===== config.mk =====
export PLATFORM = sky130hd
export DESIGN_NAME = wb_stage
export DESIGN_NICKNAME = d
export VERILOG_FILES = /design/src/rtl/wb_stage.sv
export SDC_FILE = /design/constraint.sdc
export NUM_CORES = 2
export LEC_CHECK = 0
export ABC_AREA = 1
export CAP_MARGIN = 0
export CORE_UTILIZATION = 60
export DETAILED_ROUTE_END_ITERATION = 10
export HOLD_SLACK_MARGIN = 0.08
export PLACE_DENSITY = 0.84
export REMOVE_ABC_BUFFERS = 1
export SYNTH_ARGS = -nofsm -noshare
export SYNTH_HDL_FRONTEND = slang
export SYNTH_SLANG_ARGS = --single-unit

===== constraint.sdc =====
create_clock -name clock -period 50.2 [get_ports clock]
set_input_delay 5.02 -clock clock [delete_from_list [all_inputs] [get_ports clock]]
set_output_delay 5.02 -clock clock [all_outputs]
set_load 0.005 [all_outputs]

===== src/rtl/wb_stage.sv =====
// Writeback stage: commits EX_WB bundles to a 32-entry register file, raises branch
// redirects and squashes wrong-path bundles. Optional same-cycle read bypass: WB_BYPASS_EN.
module wb_stage #(
  parameter int NREG         = 32,
  parameter int FLUSH_CYCLES = 2
) (
  input  logic        clock,
  input  logic        reset,
  input  logic [70:0] EX_WB,
  input  logic        ex_valid,
  input  logic [4:0]  rs_addr,
  input  logic [4:0]  rt_addr,
  output logic [31:0] rs_data,
  output logic [31:0] rt_data,
  output logic        pc_redirect,
  output logic [31:0] redirect_pc,
  output logic        flushing,
  output logic [31:0] retire_count,
  output logic [3:0]  dbg_state
);

  typedef enum logic { RUN = 1'b0, FLUSH = 1'b1 } state_e;

  state_e      state_q;
  logic [2:0]  flush_cnt_q;
  logic        pc_redirect_q;
  logic [31:0] redirect_pc_q;
  logic [31:0] retire_count_q;
  logic [31:0] retire_count_d;
  logic [31:0] regs_q [NREG];

  logic [31:0] wb_data;
  logic [31:0] wb_target;
  logic [4:0]  wb_dest;
  logic        wb_branch;
  logic        wb_en;
  logic        accept;
  logic        do_write;
  logic        do_branch;

  assign wb_data   = EX_WB[31:0];
  assign wb_target = EX_WB[63:32];
  assign wb_dest   = EX_WB[68:64];
  assign wb_branch = EX_WB[69];
  assign wb_en     = EX_WB[70];

  // Only bundles seen in RUN are on the correct path; anything arriving in FLUSH is dropped.
  assign accept    = ex_valid && (state_q == RUN);
  assign do_write  = accept && wb_en && (wb_dest != 5'd0) && (int'(wb_dest) < NREG);
  assign do_branch = accept && wb_branch;

  assign retire_count_d = retire_count_q + {31'd0, accept};

  always_ff @(posedge clock or posedge reset) begin
    if (reset) begin
      state_q        <= RUN;
      flush_cnt_q    <= 3'd0;
      pc_redirect_q  <= 1'b0;
      redirect_pc_q  <= 32'd0;
      retire_count_q <= 32'd0;
    end else begin
      pc_redirect_q  <= do_branch;
      retire_count_q <= retire_count_d;
      if (do_branch) redirect_pc_q <= wb_target;
      case (state_q)
        RUN: begin
          if (do_branch && (FLUSH_CYCLES != 0)) begin
            state_q     <= FLUSH;
            flush_cnt_q <= 3'(FLUSH_CYCLES);
          end
        end
        FLUSH: begin
          flush_cnt_q <= flush_cnt_q - 3'd1;
          if (flush_cnt_q == 3'd1) state_q <= RUN;
        end
        default: begin
          state_q     <= RUN;
          flush_cnt_q <= 3'd0;
        end
      endcase
    end
  end

  always_ff @(posedge clock or posedge reset) begin
    if (reset) begin
      for (int i = 0; i < NREG; i++) regs_q[i] <= 32'd0;
    end else if (do_write) begin
      regs_q[wb_dest] <= wb_data;
    end
  end

  // Register 0 and any address beyond NREG read as zero.
  always_comb begin
    rs_data = 32'd0;
    rt_data = 32'd0;
    if ((rs_addr != 5'd0) && (int'(rs_addr) < NREG)) rs_data = regs_q[rs_addr];
    if ((rt_addr != 5'd0) && (int'(rt_addr) < NREG)) rt_data = regs_q[rt_addr];
`ifdef WB_BYPASS_EN
    if (do_write && (wb_dest == rs_addr)) rs_data = wb_data;
    if (do_write && (wb_dest == rt_addr)) rt_data = wb_data;
`endif
  end

  assign pc_redirect  = pc_redirect_q;
  assign redirect_pc  = redirect_pc_q;
  assign flushing     = (state_q == FLUSH);
  assign retire_count = retire_count_q;
  assign dbg_state    = {(state_q == FLUSH), flush_cnt_q};

endmodule


# Word level (Yosys, flattened, before mapping)
# Cells that the tools add are included.
dict set report word_totals {
  register_bits 1093
  latchBits 0
  mem_bits_rw 0
  rom_bits 0
  input_bits 84
  out_inout_bits 134
  word_cells 73
  n_memories 0
}
dict set report classes {
  addsub 2
  n_mul 0
  n_div 0
  magnitude_cmp 4
  n_eq_ne 2
  shifts 0
  mux 16
  bitwise_logic 4
  reduce_logical 8
}
# operator n
set ops {}
lappend ops {{bitwise mux 1024 bit} 1}
lappend ops {{binary-select mux 32 bit (select 5 bit)} 2}
lappend ops {{two-way mux 32 bit} 7}
lappend ops {{demux 32 bit (select 5 bit)} 1}
lappend ops {{adder 32 x 1 -> 32 bit} 1}
lappend ops {{>= comparator 6 bit (second input constant)} 3}
lappend ops {{inverter 5 -> 6 bit} 3}
lappend ops {{nonzero test 5 bit} 3}
lappend ops {{< comparator 6 x 1 -> 1 bit (second input constant)} 1}
lappend ops {{one-hot mux 3 bit (2 select lines)} 1}
lappend ops {{logical AND 1 bit} 5}
lappend ops {{== test 3 x 1 -> 1 bit (second input constant)} 1}
lappend ops {{two-way mux 3 bit} 1}
lappend ops {{subtractor 3 x 1 -> 3 bit (second input constant)} 1}
lappend ops {{two-way mux 1 bit} 2}
lappend ops {{!= test 2 bit (second input constant)} 1}
lappend ops {{one-hot mux 1 bit (2 select lines)} 1}
lappend ops {{inverter 1 bit} 1}

# Longest topological paths before layout
dict set report logic_depth {
  word_depth 6
  mapped_depth 12
  ltp_nobuf 12
}

# Least setup slack after synthesis
# OpenSTA, ideal clock, no wires.
dict set report synth_path {
  path_kind {input -> output}
  start {input rt_addr[0]}
  end {output rt_data[10]}
  arrival_ns 6.270
  required_time_ns 45.180
  setup_slack_ns 38.910
  stages 11
  path_buffers 3
  cell_sequence {buf_2 clkbuf_1 buf_1 nand2_1 nand3_1 nand3_1 nand2_1 nand2_1 nand3_1 nand2_1 nor2_1}
}
dict set report synth_via {
  elab_chain_len 5
  word_cells_on_any_way 6
  cone_classes {4 x mux; 1 x bitwise; 1 x reduce/logical}
}
# element line_no
set synth_rtl {}
lappend synth_rtl {{from (decl)} 12} ;# input logic [4:0] rt_addr,
lappend synth_rtl {{inverter 5 -> 6 bit (implied by the code)} 97} ;# if ((rt_addr != 5'd0) && (int'(rt_addr) < NREG)) rt_data = regs_q[rt_addr];
lappend synth_rtl {{binary-select mux 32 bit (select 5 bit)} 97}
lappend synth_rtl {{two-way mux 32 bit (implied by the code) (2 in series)} 97}
lappend synth_rtl {{two-way mux 32 bit *} 97}
lappend synth_rtl {{to (decl)} 14} ;# output logic [31:0] rt_data,
# Mark *: on every way between the ends. The rest lies on a longest branch, timed or not. The select of a mux whose other input is x is not followed.

# Worst setup path in the final report
dict set report layout_path {
  start {input rs_addr[0]}
  end {output rs_data[29]}
}
dict set report layout_via {
  elab_chain_len 5
  word_cells_on_any_way 6
  cone_classes {4 x mux; 1 x bitwise; 1 x reduce/logical}
}
# element line_no
set layout_rtl {}
lappend layout_rtl {{from (decl)} 11} ;# input logic [4:0] rs_addr,
lappend layout_rtl {{inverter 5 -> 6 bit (implied by the code)} 96} ;# if ((rs_addr != 5'd0) && (int'(rs_addr) < NREG)) rs_data = regs_q[rs_addr];
lappend layout_rtl {{binary-select mux 32 bit (select 5 bit)} 96}
lappend layout_rtl {{two-way mux 32 bit (implied by the code) (2 in series)} 96}
lappend layout_rtl {{two-way mux 32 bit *} 96}
lappend layout_rtl {{to (decl)} 13} ;# output logic [31:0] rs_data,
# Marked as above.

==> flow_metrics.env <==
export IMPL_synth_cell_types=29
export IMPL_synth_edff_count=0
export IMPL_grt_pass1_wl_mm=316
export IMPL_fin_nets=8361
export IMPL_die_area_um2=100000
export IMPL_fin_crit_sh=0.288
export IMPL_row_count=115
export IMPL_drive_gt1_frac=0.0378
export IMPL_start_util=0.605
export IMPL_ant_nets=0
export IMPL_ioPinCount=218
export IMPL_cts_resized=0
export IMPL_status="finished clean"
export IMPL_cpPeakStageDelay_ns=0.92
export IMPL_synth_flop_cell="dfrtp_1"
export IMPL_hold_buffers=0
export IMPL_syn_inst=8634
export IMPL_ys_ff_latch=1093
export IMPL_fp_coreArea_um2=98300
export IMPL_antenna_found_initial=3
export IMPL_startpoint_type="primary input"
export IMPL_dp_cells=9442
export IMPL_grt_pass1_vias=56723
export IMPL_postCtsSetupBuffers=0
export IMPL_worst_ep_arrival_time_ns=9.43
export IMPL_stdcell_count=9656
export IMPL_r2r_cells=9
export IMPL_p_leak_uw=0.0298
export IMPL_grt_use_total=0.401
export IMPL_cp_top_family="buffers and inverters"
export IMPL_cellPowerDensity_nw_per_um2=38.1
export IMPL_drt_total_wl_mm=205
export IMPL_yosysSeqAreaShare=0.460
export IMPL_criticalPathCategory="in -> out"
export IMPL_wl_per_cell_um=21.3
export IMPL_fmax_mhz=69.2
export IMPL_dp_final_hpwl_mm=102
export IMPL_via_per_inst=6.36
export IMPL_finalSetupViolCount=0
export IMPL_slew_violations=0
export IMPL_fin_setup_tns_ns=0
export IMPL_worstHoldStart="regs_q[1001]"
export IMPL_fin_skew_ns=0.0186
export IMPL_dr_pass1_iters=7
export IMPL_syn_cell_area_um2=59500
export IMPL_async_flop_share=1.00
export IMPL_layout_common_cells="3641 x nand2_1, 1379 x nand3_1, 1124 x o21ai_0"
export IMPL_crit_chain="buf_8, inv_8, buf_12, buf_4, nand2_1, nand3_1, nand3_1, nand2_1, nand2_1, nand3_1, nand2_1, nor2_1, clkdlybuf4s50_1"
export IMPL_cts_num_sinks=1093
export IMPL_yosys_warnings=0
export IMPL_die_w_um=317
export IMPL_critPathCaptureType="output port"
export IMPL_hold_depth=0
export IMPL_root_buffer="clkbuf_16"
export IMPL_clkTransAtPathRegs_ns=0.06
export IMPL_crit_top_cell="nand2_1"
export IMPL_port_buffers=217
export IMPL_final_common_cell="nand2_1"
export IMPL_grt_max_degree=203
export IMPL_area_growth_pct=9.12
export IMPL_critPathMaxFanout=181
export IMPL_critical_path_required_ns=45.18
export IMPL_worstReg2RegStart="flushing"
export IMPL_timing_slew_headroom=0.180
export IMPL_maxCapViolations=0
export IMPL_vias=61399
export IMPL_die_h_um=317
export IMPL_hold_class="reg -> reg"
export IMPL_drt_iter0_drc=10072
export IMPL_clk_latency_ns=0.73
export IMPL_worst_slew_pin_slew_ns=1.23
export IMPL_worst_path_buf_inv=5
export IMPL_clockBufferDepth=3
export IMPL_startpoint="rs_addr[0]"
export IMPL_tritoncts="built"
export IMPL_crit_slowest_cell="buf_4"
export IMPL_worstSetupPathDepth=13
export IMPL_drc=0
export IMPL_syn_avg_cell_area_um2=6.89
export IMPL_global_route_overflow_total=0
export IMPL_ctsHtreeMaxLevel=3
export IMPL_hold_violations=0
export IMPL_gp_congestion=0.872
export IMPL_cts_buffers=115
export IMPL_min_period_ns=14.45
export IMPL_peakVddDrop_mv=0.0309
export IMPL_rsz0062_at_grt="no"
## synthesized netlist by cell type (2+ instances only)
cell      count  area (um^2)
buf_2       125          626
xor2_1       19          166
buf_1        83          312
xnor2_1      11         96.3
nor2_1      292         1100
a21oi_1     122          611
nand4_1       9         56.3
nand2_1    3647        13700
o21ai_1       2         10.0
inv_1       100          375
dfrtp_1    1093        27400
ha_1          5         62.6
inv_2         4         15.0
clkbuf_1    556         2090
nor2_2        2         12.5
clkinv_1      4         15.0
nand3_1    1381         6910
o21ai_0    1124         5630
nand2_2      25          156
nor3_1       21          105
## cells by family after synthesis
| family | count (synthesis) | synth area share |
|---|---|---|
| adders and majority gates | 5 | 0.00105 |
| buffers and inverters | 873 | 0.0578 |
| AOI/OAI and AO/OA | 1250 | 0.105 |
| DFF | 1093 | 0.460 |
| and+or+nand+nor | 5383 | 0.371 |
| xor gates and xnor gates | 30 | 0.00442 |
## metal layers
layer  global-route usage  vias to the layer above  share of wire
met3               0.0965                     1098           0.14
met4                0.258                        0          0.070
met5                    0                        -              0
met1                0.516                    28304           0.36
met2                0.609                     4760           0.43
li1                     -                    27237              -
## worst reg2reg max path, stage by stage (launching register included)
cell	delay [ns]
dfrtp_1	0.47
inv_1	0.11
nand2_1	0.13
nor2_1	0.26
nand2_1	0.21
nor3_4	0.58
nand2_2	0.76
buf_4	0.59
nand2_1	0.15
o21ai_0	0.11
## final timing paths
kind | endpoint | slack [ns]
setup / recovery | rs_data[29] | 35.75
hold reg to reg | regs_q[1001] | 0.40
setup reg to reg | regs_q[170] | 46.67
max in group asynchronous | retire_count[24] | 42.08
min in group asynchronous | redirect_pc[31] | 4.82
hold / removal | regs_q[1001] | 0.40
## per-stage QoR
stage	total power, uW	hold slack (ns)	instance area (um^2)	utilization	worst slack [ns]
after floorplan	1390	0.374	56400	-	14.41
after global placement	1560	0.386	61000	0.621	35.97
after detailed placement	1580	0.388	61000	0.621	35.98
after CTS	2460	0.401	64900	0.660	35.92
after global routing	2570	0.412	64900	0.660	35.54
final	2470	0.398	64900	0.660	35.75
## report_power, final
| part | switching [uW] | internal, uW | leakage [uW] |
|---|---|---|---|
| combinational | 281 | 179 | 0.0130 |
| clock | 370 | 519 | 0.00194 |
| sequential | 107 | 1020 | 0.0149 |
| total | 758 | 1710 | 0.0298 |
## state kept, by name (all words and copies together), names as in the netlist
signal / flops
regs_q: 1024
redirect_pc: 32
retire_count: 32
flush_cnt_q: 3
flushing: 1
pc_redirect: 1
## layout make-up
type | instances | area (um^2)
fill | 8195 | 33400
clock inverter | 54 | 661
clock buffer | 156 | 3220
antenna | 4 | 10.0
timing repair buffer | 286 | 2800
sequential | 1093 | 27400
inverter | 108 | 458
tap | 1287 | 1610
multi-input combinational | 6668 | 28800
Power figures use the tool's default switching activity.
